--- src/rtl/lda_ovo_seq.sv ---
// Sequential one-vs-one linear discriminant classifier: one MAC lane per class pair,
// one feature dimension per cycle, then a pairwise vote tally and argmax.
module lda_ovo_seq #(
  parameter int unsigned DIMS    = 6,
  parameter int unsigned CLASSES = 3,
  parameter int unsigned DW      = 8,
  parameter int unsigned NPAIRS  = CLASSES * (CLASSES - 1) / 2,
  parameter int unsigned ACC_W   = 2 * DW + $clog2(DIMS) + 1
) (
  input  logic                                  clk_i,
  input  logic                                  rst_i,
  input  logic [DIMS-1:0][DW-1:0]               din_i,
  input  logic                                  in_valid_i,
  output logic                                  in_ready_o,
  input  logic [NPAIRS-1:0][DIMS-1:0][DW-1:0]   w_i,
  input  logic [NPAIRS-1:0][ACC_W-1:0]          c_i,
  output logic                                  out_valid_o,
  input  logic                                  out_ready_i,
  output logic [CLASSES-1:0]                    dout_o,
  output logic [$clog2(CLASSES)-1:0]            class_o,
  output logic                                  tie_o
);

  localparam int unsigned IW = (DIMS > 1) ? $clog2(DIMS) : 1;
  localparam int unsigned CW = $clog2(CLASSES);
  localparam int unsigned VW = CW;
  localparam logic [IW-1:0] LAST_IDX = IW'(DIMS - 1);

  typedef enum logic [1:0] {
    S_IDLE,
    S_ACCUM,
    S_VOTE,
    S_OUT
  } state_t;

  state_t                     r_state;
  state_t                     w_state_nxt;

  logic [DIMS-1:0][DW-1:0]    r_din;
  logic [IW-1:0]              r_idx;
  logic signed [ACC_W-1:0]    r_acc [NPAIRS];

  logic [CLASSES-1:0]         r_dout;
  logic [CW-1:0]              r_class;
  logic                       r_tie;

  logic [DW-1:0]              w_dsel;
  logic signed [2*DW-1:0]     w_dext;
  logic signed [2*DW-1:0]     w_wext [NPAIRS];
  logic signed [2*DW-1:0]     w_prod [NPAIRS];
  logic signed [ACC_W-1:0]    w_term [NPAIRS];

  logic [VW-1:0]              w_votes [CLASSES];
  logic [VW-1:0]              w_vmax;
  logic [CW-1:0]              w_best;
  logic                       w_tie;
  logic [CLASSES-1:0]         w_onehot;

  // ---------------------------------------------------------------------------
  // Control
  // ---------------------------------------------------------------------------
  always_ff @(posedge clk_i) begin
    if (rst_i) begin
      r_state <= S_IDLE;
    end else begin
      r_state <= w_state_nxt;
    end
  end

  always_comb begin
    w_state_nxt = r_state;
    case (r_state)
      S_IDLE:  if (in_valid_i)           w_state_nxt = S_ACCUM;
      S_ACCUM: if (r_idx == LAST_IDX)    w_state_nxt = S_VOTE;
      S_VOTE:                            w_state_nxt = S_OUT;
      S_OUT:   if (out_ready_i)          w_state_nxt = S_IDLE;
      default:                           w_state_nxt = S_IDLE;
    endcase
  end

  assign in_ready_o  = (r_state == S_IDLE);
  assign out_valid_o = (r_state == S_OUT);

  // ---------------------------------------------------------------------------
  // MAC lanes: operands sign-extended to the full product width first so the
  // low 2*DW bits of the multiply are the exact signed product.
  // ---------------------------------------------------------------------------
  assign w_dsel = r_din[r_idx];
  assign w_dext = {{DW{w_dsel[DW-1]}}, w_dsel};

  for (genvar gp = 0; gp < NPAIRS; gp++) begin : g_mac
    assign w_wext[gp] = {{DW{w_i[gp][r_idx][DW-1]}}, w_i[gp][r_idx]};
    assign w_prod[gp] = w_dext * w_wext[gp];
    assign w_term[gp] = {{(ACC_W-2*DW){w_prod[gp][2*DW-1]}}, w_prod[gp]};
  end

  // ---------------------------------------------------------------------------
  // Pairwise votes and argmax (lowest index wins on equal counts)
  // ---------------------------------------------------------------------------
  always_comb begin
    int unsigned p;
    int unsigned n_at_max;
    p = 0;
    for (int unsigned k = 0; k < CLASSES; k++) begin
      w_votes[k] = '0;
    end
    for (int unsigned a = 0; a < CLASSES; a++) begin
      for (int unsigned b = a + 1; b < CLASSES; b++) begin
        if (r_acc[p] > $signed(c_i[p])) begin
          w_votes[b] = w_votes[b] + VW'(1);
        end else begin
          w_votes[a] = w_votes[a] + VW'(1);
        end
        p = p + 1;
      end
    end

    w_vmax = w_votes[0];
    w_best = '0;
    for (int unsigned k = 1; k < CLASSES; k++) begin
      if (w_votes[k] > w_vmax) begin
        w_vmax = w_votes[k];
        w_best = CW'(k);
      end
    end

    n_at_max = 0;
    for (int unsigned k = 0; k < CLASSES; k++) begin
      if (w_votes[k] == w_vmax) begin
        n_at_max = n_at_max + 1;
      end
    end
    w_tie = (n_at_max > 1);

    w_onehot         = '0;
    w_onehot[w_best] = 1'b1;
  end

  // ---------------------------------------------------------------------------
  // Datapath registers
  // ---------------------------------------------------------------------------
  always_ff @(posedge clk_i) begin
    if (rst_i) begin
      r_din   <= '0;
      r_idx   <= '0;
      r_dout  <= '0;
      r_class <= '0;
      r_tie   <= 1'b0;
      for (int unsigned p = 0; p < NPAIRS; p++) begin
        r_acc[p] <= '0;
      end
    end else begin
      case (r_state)
        S_IDLE: begin
          if (in_valid_i) begin
            r_din <= din_i;
            r_idx <= '0;
            for (int unsigned p = 0; p < NPAIRS; p++) begin
              r_acc[p] <= '0;
            end
          end
        end
        S_ACCUM: begin
          for (int unsigned p = 0; p < NPAIRS; p++) begin
            r_acc[p] <= r_acc[p] + w_term[p];
          end
          r_idx <= (r_idx == LAST_IDX) ? '0 : r_idx + IW'(1);
        end
        S_VOTE: begin
          r_dout  <= w_onehot;
          r_class <= w_best;
          r_tie   <= w_tie;
        end
        default: ;
      endcase
    end
  end

  assign dout_o  = r_dout;
  assign class_o = r_class;
  assign tie_o   = r_tie;

endmodule
--- config.mk ---
export PLATFORM = sky130hd
export DESIGN_NAME = lda_ovo_seq
export DESIGN_NICKNAME = d
export VERILOG_FILES = /design/src/rtl/lda_ovo_seq.sv
export SDC_FILE = /design/constraint.sdc
export NUM_CORES = 1
export LEC_CHECK = 0
export BUFFER_PORTS_ARGS = -buffer_cell sky130_fd_sc_hd__buf_4
export CORE_ASPECT_RATIO = 1.2
export CORE_MARGIN = 2
export CORE_UTILIZATION = 30
export CTS_CLUSTER_DIAMETER = 150
export DETAILED_ROUTE_END_ITERATION = 12
export SKIP_LAST_GASP = 1
export SLEW_MARGIN = 20
export SYNTH_ARGS = -nofsm -noshare
export SYNTH_HDL_FRONTEND = slang
export SYNTH_SLANG_ARGS = --single-unit
--- constraint.sdc ---
create_clock -name clk_i -period 12 [get_ports clk_i]
set_input_delay 0.6 -clock clk_i [delete_from_list [all_inputs] [get_ports clk_i]]
set_output_delay 0.6 -clock clk_i [all_outputs]
set_load 0.01 [all_outputs]
== After elaboration in Yosys (flattened, before gate mapping) ==
Memory sizes are Yosys's and may differ from the RTL's.
Cells that the tools add are included.

* Bits in writable memories: 60
* Memories: 1
* Bits in registers: 59
* Word-level logic and storage cells: 100
* Output and inout port bits: 8
* Input port bits: 256

{| class="wikitable"
|+ Memories
! name !! depth !! bits a word !! rd ports !! clocked after memory_dff !! write ports !! RTL line !! source
|-
| r_acc || 3 || 20 || 3 || 0 || 3 || 41 || <nowiki>logic signed [ACC_W-1:0] r_acc [NPAIRS];</nowiki>
|}

* Muxes and demuxes: 45
* Reductions and logical operators: 6
* Magnitude comparators: 9
* $add $sub $neg: 9
* Bitwise logic cells: 6
* Equal/unequal tests: 10
* Multipliers: 3

{| class="wikitable"
|+ Operators by type and width
! kind !! number
|-
| 20-bit 2-to-1 mux || 6
|-
| 8-bit binary-select mux with 3-bit select || 4
|-
| 32-bit by 1-bit adder with 32-bit output, second input constant || 2
|-
| 32-bit 2-to-1 mux || 2
|-
| 20-bit by 16-bit adder with 20-bit output || 3
|-
| 20-bit greater-than comparator || 3
|-
| 8-bit by 8-bit multiplier with 16-bit output || 3
|-
| 32-bit by 1-bit greater-than comparator with 1-bit output, second input constant || 1
|-
| 8-bit 2-to-1 mux || 4
|-
| 2-bit 2-to-1 mux || 9
|-
| 1-bit 2-to-1 mux || 15
|-
| 2-bit case mux with 4 select lines || 1
|-
| 2-bit by 1-bit adder with 2-bit output, second input constant || 3
|-
| 2-bit == test || 3
|-
| 3-bit 2-to-1 mux || 2
|-
| 1-bit bitwise OR || 6
|-
| 3-bit case mux with 2 select lines || 1
|-
| 2-bit == test, second input constant || 2
|-
| 2-bit greater-than comparator || 2
|-
| 3-bit by 4-bit < comparator with 1-bit output, second input constant || 1
|-
| 2-bit != test, second input constant || 2
|-
| 2-bit AND reduction || 2
|-
| 3-bit by 1-bit adder with 3-bit output, second input constant || 1
|-
| 3-bit == test, second input constant || 1
|-
| 9 further kinds || 9
|}

== Longest topological paths before layout ==
Gate-level depths: netlist of run 1.
An unclocked memory read counts as a cell.

* Depth after elaboration: 16
* Mapped depth: 26
* Depth with buffers taken out: 23

== Least setup slack after synthesis of run 1 ==
No wires, ideal clock.

* Kind: register to register
* Start: register r_idx[0]
* End: memory r_acc[0][19] in the netlist's numbering (data pin)
* Required time: 11.734 ns
* Arrival time: 7.003 ns
* Stages on the path, launching flop included: 22
* Period minus slack after synthesis: 7.269 ns
* Buffers on the path: 4
* Library setup time: 0.266 ns
* Setup slack: 4.731 ns
* Cells stage by stage: dfxtp_1 buf_2 buf_4 buf_2 buf_2 mux2i_1 o21ai_1 nor2b_1 inv_1 fa_1 inv_1 fa_1 fa_1 fa_1 fa_1 ha_1 a211oi_1 nor2_1 a2111oi_0 o31ai_1 xnor2_1 nor2_1

{| class="wikitable"
|+ RTL lines
! item !! RTL line !! source
|-
| from (decl) || 40 || <nowiki>logic [IW-1:0] r_idx;</nowiki>
|-
| from (signal assigned) || 167 || <nowiki>r_idx <= (r_idx == LAST_IDX) ? '0 : r_idx + IW'(1);</nowiki>
|-
| to (decl) || 41 ||
|}

==> flow_summary.yaml, run 1 <==
outcome:
  status: "finished clean"
drt:
  routedWlPerCell_um: 17.5
  wirelength_um: 50200
  drtIter0Drc: 698
  vias: 13824
  via_per_inst: 4.82
  final_antenna_net_count: 0
  first_pass_iters: 5
  drc: 0
finish:
  final_area_um2: 21100
  drive_gt1_share_pct: 18.1
  num-nets-final: 2834
  syn2layout_area_growth_pct: 19.2
  fill_cells: 5946
  final_cell_count_no_fill: 2870
critical_path:
  criticalPathCategory: "register to register"
  start_kind: "register"
  critPathRequiredTime_ns: 12.18
  critPathArrivalTime_ns: 8.44
  rr_startpoint: "r_idx[0]"
  cp_max_fo: 44
  crit_path_end_kind: "register"
  cp-startpoint: "r_idx[0]"
clock_tree:
  cts.clk_slew.worst_paths_ns: 0.07
  ctsRootBufferMaster: "clkbuf_16"
  post_cts_buffers: 0
  clock_path_buffers: 2
  ctsHtreeMaxLevel: 4
  cts-buffers-inserted: 17
  cts-resized-gates: 0
  postCtsHoldBufs: 0
  clk_latency_ns: 0.46
  tritoncts: "yes"
  clock_sinks: 118
sta:
  whs_ns: 0.393
  finalCriticalPeriod_ns: 8.26
  slew_viol_final: 0
  fin_skew_ns: 0.0179
  slew_headroom_pct: 27.3
  setup_viol: 0
  max_clock_freq_ghz: 0.121
  rsz0062_at_grt: "no"
  tightestPinTransition_ns: 1.08
  finalHoldViolations: 0
  tns_ns: 0
  period_share_pct: 68.8
yosys:
  ys_warn_count: 0
  async_flop_share_pct: 0
  syn_area_um2: 17700
  synth_edf_count: 60
  yosysTopAreaCellShare_pct: 29.9
  syn_nets: 2590
  ys_ff_latch: 118
  ys_types: 59
  synth.area.top_cells: "fa_1 (30%), ha_1 (14%), edfxtp_1 (10%)"
  netlist_instances: 1868
  yosysTopAreaCell: "fa_1"
  ys_seq_area_share_pct: 16.8
  avgSynthCellArea_um2: 9.46
  synth_top_flop_cell: "edfxtp_1"
placement:
  placed_area_um2: 20500
  dpl.cell_count: 2835
  portBuffers: 263
  place.gp.congestion: 0.868
  place_hpwl_um: 42100
grt:
  antenna_found_initial: 3
  grt_first_pass_wirelength_um: 81600
  grt-ovfl-total: 0
  grt_pass1_vias: 15416
  grt_max_degree: 62
  track_usage_pct: 17.3
floorplanning:
  die_area_um2: 60900
  ios: 264
  fp-row-count: 97
  core_um2: 58300
  start_util_pct: 30.3
  fp.dieH_um: 270
  die_w_um: 226
worst_hold_path:
  hold_path_startpoint: "din_i[0]"
  hold_class: "input pin to register"
run:
  maxCapViolCount: 0
## cell usage after synthesis (12+ instances only)
cell / number
o21ai_0: 25
fa_1: 264
ha_1: 202
inv_1: 353
xor2_1: 15
a21oi_1: 130
a21o_1: 27
nand2b_1: 25
nor2_1: 192
edfxtp_1: 60
and2_1: 24
a211oi_1: 12
mux2i_1: 37
nand2_1: 158
mux4_2: 32
clkbuf_1: 45
nand4_1: 14
nand3_1: 17
xnor2_1: 40
nor2b_1: 14
or2_2: 18
dfxtp_1: 58
## metrics by stage
step	worst slack [ns]	util, %
6_report	3.74	36.2
2_1_floorplan	4.73	-
3_5_place_dp	3.87	35.2
4_1_cts	3.85	36.1
5_1_grt	3.19	36.2
3_3_place_gp	4.01	35.2
## per-layer routing
metal	global-route usage, %	wire length [um]	vias to the layer above
met1	20.4	20100	6864
li1	-	-	6516
met2	30.4	25500	349
met4	7.63	2000	0
met5	0	0	-
met3	3.26	2580	95
## sequential cells by signal (all words and copies together), names as in the netlist
signal,count
dout_o,3
r_idx,3
class_o,1
r_state,2
r_acc,60
tie_o,1
r_din,48
## cell families after synthesis
family	count (synthesis)	synth area share, %
flip-flops	118	16.8
buffers and inverters	416	9.09
adder cells (fa/ha/maj)	466	44.2
AND/OR/NAND/NOR	491	12.5
AO/OA/AOI/OAI	253	8.53
multiplexers	69	6.18
XOR/XNOR	55	2.73
## placed cells by master, fill, tap and decap left out, types with 5 or more instances in the layout
cell | Yosys | final
mux2i_1 | 37 | 37
o21bai_1 | 10 | 10
ha_1 | 202 | 202
and4_1 | 5 | 5
nand4_1 | 14 | 14
a21oi_1 | 130 | 127
or2_2 | 18 | 18
o21ai_0 | 25 | 25
edfxtp_1 | 60 | 60
xor2_1 | 15 | 15
dfxtp_1 | 58 | 56
or3_1 | 6 | 5
nand2b_1 | 25 | 24
inv_8 | 0 | 5
nand2_1 | 158 | 158
o211ai_1 | 8 | 8
inv_1 | 353 | 353
xnor2_1 | 40 | 40
buf_4 | 2 | 288
mux4_2 | 32 | 32
nand3_1 | 17 | 17
clkbuf_16 | 0 | 17
a21o_1 | 27 | 27
nor2_1 | 192 | 191
a211oi_1 | 12 | 12
a31oi_1 | 10 | 10
inv_6 | 0 | 5
o21ai_1 | 6 | 6
nor2b_1 | 14 | 13
and2_1 | 24 | 24
fa_1 | 264 | 264
## final cells by class
class | count | area [um2] | share of cell area [%]
well taps | 742 | 928 | 4.41
multi-input cells | 1334 | 13100 | 62.3
clock buffers | 17 | 425 | 2.02
diodes | 3 | 7.51 | 0.0356
repair buffers | 288 | 2160 | 10.3
clock inverters | 15 | 131 | 0.624
inverters | 353 | 1330 | 6.29
flip-flops and latches | 118 | 2970 | 14.1
## worst max-delay path: stages (launching register included)
cell and delay [ns]:
dfxtp_4 0.65, buf_4 0.68, mux4_2 0.36, nand2_1 0.05, o21ai_1 0.52, nor2b_2 0.92
inv_1 0.15, fa_1 0.54, inv_1 0.05, fa_1 0.52, fa_1 0.44, fa_1 0.52
fa_1 0.50, ha_1 0.36, a211oi_1 0.29, nor2_1 0.14, a2111oi_0 0.76, o31ai_1 0.20
xnor2_1 0.20, nor2_1 0.06
## final timing paths
kind	end	slack, ns	cells past startpoint
hold reg to reg	r_din[26]	0.45	2
setup / recovery	r_acc[0][19]	3.74	19
setup reg to reg	r_acc[0][19]	3.74	19
hold / removal	r_din[0]	0.39	3
Power of run 1 is not shown: default switching activity piles up to over one toggle a cycle in this logic, so the estimate is an artifact.
==> inputs of run 2 (changes only) <==
Settings changed: ABC_AREA set to 1.
Clock period 12 ns to 7.2 ns, I/O delays scaled along.
==> run 2 against run 1 <==
Compared with the run above: synthesized area rose by 5.6%; non-clock buffer count decreased by 2; clock skew fell by 0.0056 ns; via count grew 13%; synthesized cell count grew 25%; clock-buffer cell count is 3 higher; maximum frequency increased by 24%; core utilization decreased by 0.49 points; sequential share of layout area decreased by 0.62 points; highest routed layer unchanged.
==> flow_summary.yaml, run 2 <==
placement:
  place_hpwl_um: 44600
  place_worst_setup_slack_ns: 0.506
  place.gp.congestion: 0.877
  portBuffers: 263
drt:
  vias: 15569
  drc: 0
  via_per_inst: 4.58
  routedWlPerCell_um: 15.9
  first_pass_iters: 7
  wirelength_um: 53900
  final_antenna_net_count: 0
  drtIter0Drc: 788
floorplanning:
  fp.dieH_um: 277
  ios: 264
  fp-row-count: 100
  core_um2: 61800
  start_util_pct: 30.2
  die_area_um2: 64200
  die_w_um: 232
critical_path:
  reg2reg_to: "r_acc[0][19]"
  start_kind: "register"
  cp_max_fo: 62
  crit_top_cell: "fa_1"
  criticalPathCategory: "register to register"
  crit_path_end_kind: "register"
  worst-r2r-cell-count: 20
  cp_slowest_cell: "o21ai_2"
  critPathArrivalTime_ns: 6.85
  crit_chain: "inv_4, nor2_1, o21ai_2, nand2_1, inv_1, fa_1, fa_1, inv_1, fa_1, inv_1, fa_1, ha_1, ha_1, a21oi_1, nor2_1, o21ai_0, nand4_1, a31oi_1, or2_1, a21oi_1"
  critPathRequiredTime_ns: 7.40
  r2r_slack_ns: 0.55
  critPathMaxStageDelay_ns: 0.86
  rr_startpoint: "r_idx[0]"
yosys:
  synthTopCellsByCount: "inv_1 (548), nand2_1 (362), nor2_1 (283)"
  ys_types: 52
  synth.area.top_cells: "fa_1 (28%), ha_1 (14%), inv_1 (11%)"
  synth_edf_count: 60
  yosysTopAreaCell: "fa_1"
  yosysTopAreaCellShare_pct: 28.3
  ys_ff_latch: 118
  netlist_instances: 2337
  async_flop_share_pct: 0
  yosysMostFrequentCell: "inv_1"
  syn_area_um2: 18700
  ys_seq_area_share_pct: 15.9
  synth_top_flop_cell: "edfxtp_1"
  ys_warn_count: 0
  avgSynthCellArea_um2: 7.99
  syn_nets: 3059
clock_tree:
  cts-buffers-inserted: 17
  cts.clk_slew.worst_paths_ns: 0.06
  clk_latency_ns: 0.46
  tritoncts: "yes"
  post_cts_buffers: 0
  cts-resized-gates: 0
  ctsHtreeMaxLevel: 4
  clock_path_buffers: 2
  ctsRootBufferMaster: "clkbuf_16"
  postCtsHoldBufs: 0
  clock_sinks: 118
sta:
  max_clock_freq_ghz: 0.150
  fin_skew_ns: 0.0124
  tns_ns: 0
  layout_setup_ws_ns: 0.548
  rsz0062_at_grt: "no"
  slew_headroom_pct: 28.4
  period_share_pct: 92.4
  slew_viol_final: 0
  tightestPinTransition_ns: 1.07
  finalHoldViolations: 0
  finalCriticalPeriod_ns: 6.65
  setup_viol: 0
finish:
  largest_reg_flops: 60
  regMostFlops: "r_acc"
  layout.cells.most_common: "inv_1"
  syn2layout_area_growth_pct: 18.1
  reg_top3: "r_acc (60), r_din (48)"
  utilization_pct: 35.7
  layout_common_cells: "inv_1 (548), nand2_1 (362), nor2_1 (282), buf_4 (282), fa_1 (264)"
  drive_gt1_share_pct: 14.5
  num-nets-final: 3288
worst_hold_path:
  hold_path_startpoint: "rst_i"
  hold_class: "input pin to register"
  hold_path_end: "class_o[1]"
  whs_path_depth: 2
grt:
  track_usage_pct: 17.3
  grt_first_pass_wirelength_um: 86400
  grt_max_degree: 96
  grt-ovfl-total: 0
  grt_pass1_vias: 16045
  antenna_found_initial: 2
run:
  maxCapViolCount: 0
outcome:
  status: "finished clean"
## run 2: per-stage QoR
stage                     instance area, um2  hold slack (ns)  cells
after floorplan                        18700            0.429   2337
after global placement                 21400            0.448   3363
after detailed placement               21400            0.450   3363
after CTS                              22000            0.126   3395
after global routing                   22000            0.140   3395
final                                  22000            0.130   3396
## run 2: worst max-delay path by stage
stage                     startpoint  depth (start not counted)  slack [ns]      endpoint
after floorplan             r_idx[1]                         22        1.70  r_acc[0][57]
after global placement      r_idx[0]                         20        0.59  r_acc[0][16]
after detailed placement    r_idx[0]                         20        0.51  r_acc[0][19]
after CTS                   r_idx[0]                         20        0.49  r_acc[0][19]
after global routing        r_idx[0]                         19       0.003  r_acc[0][56]
final                       r_idx[0]                         20        0.55  r_acc[0][19]
## run 2: final cells by class
class                      instances  area [um2]
antenna                            1        2.50
clock inverter                    12         130
multi-input combinational       1585       13200
tap                              816        1020
sequential                       118        2970
inverter                         558        2100
timing repair buffer             286        2200
fill                            6523       39800
clock buffer                      20         479
## run 2: critical path, delay by kind of cell (launching register included)
family / cells / cell delay [ns]
DFF: 1 / 0.36
adders and majority gates: 6 / 2.66
AOI/OAI and AO/OA: 5 / 1.63
and+or+nand+nor: 5 / 0.66
buffers and inverters: 4 / 1.07
## run 2: cell families (layout without fill, tap and decap cells)
| group | Yosys count | count (layout) | share of synthesized area (%) |
|---|---|---|---|
| buffers and inverters | 634 | 876 | 13.7 |
| adder cells (fa/ha/maj) | 466 | 466 | 41.9 |
| XOR/XNOR | 24 | 24 | 1.13 |
| flip-flops | 118 | 118 | 15.9 |
| AND/OR/NAND/NOR | 767 | 767 | 16.5 |
| other | 0 | 1 | 0 |
| AO/OA/AOI/OAI | 328 | 328 | 10.9 |
## run 2: per-layer routing
| metal | track usage (%) | share of wire (%) |
|---|---|---|
| met1 | 22.7 | 44 |
| met2 | 28.7 | 47 |
| met3 | 2.48 | 6.0 |
| met4 | 6.38 | 3.1 |
| met5 | 0 | 0 |
Power of run 2 is left out for the same reason.
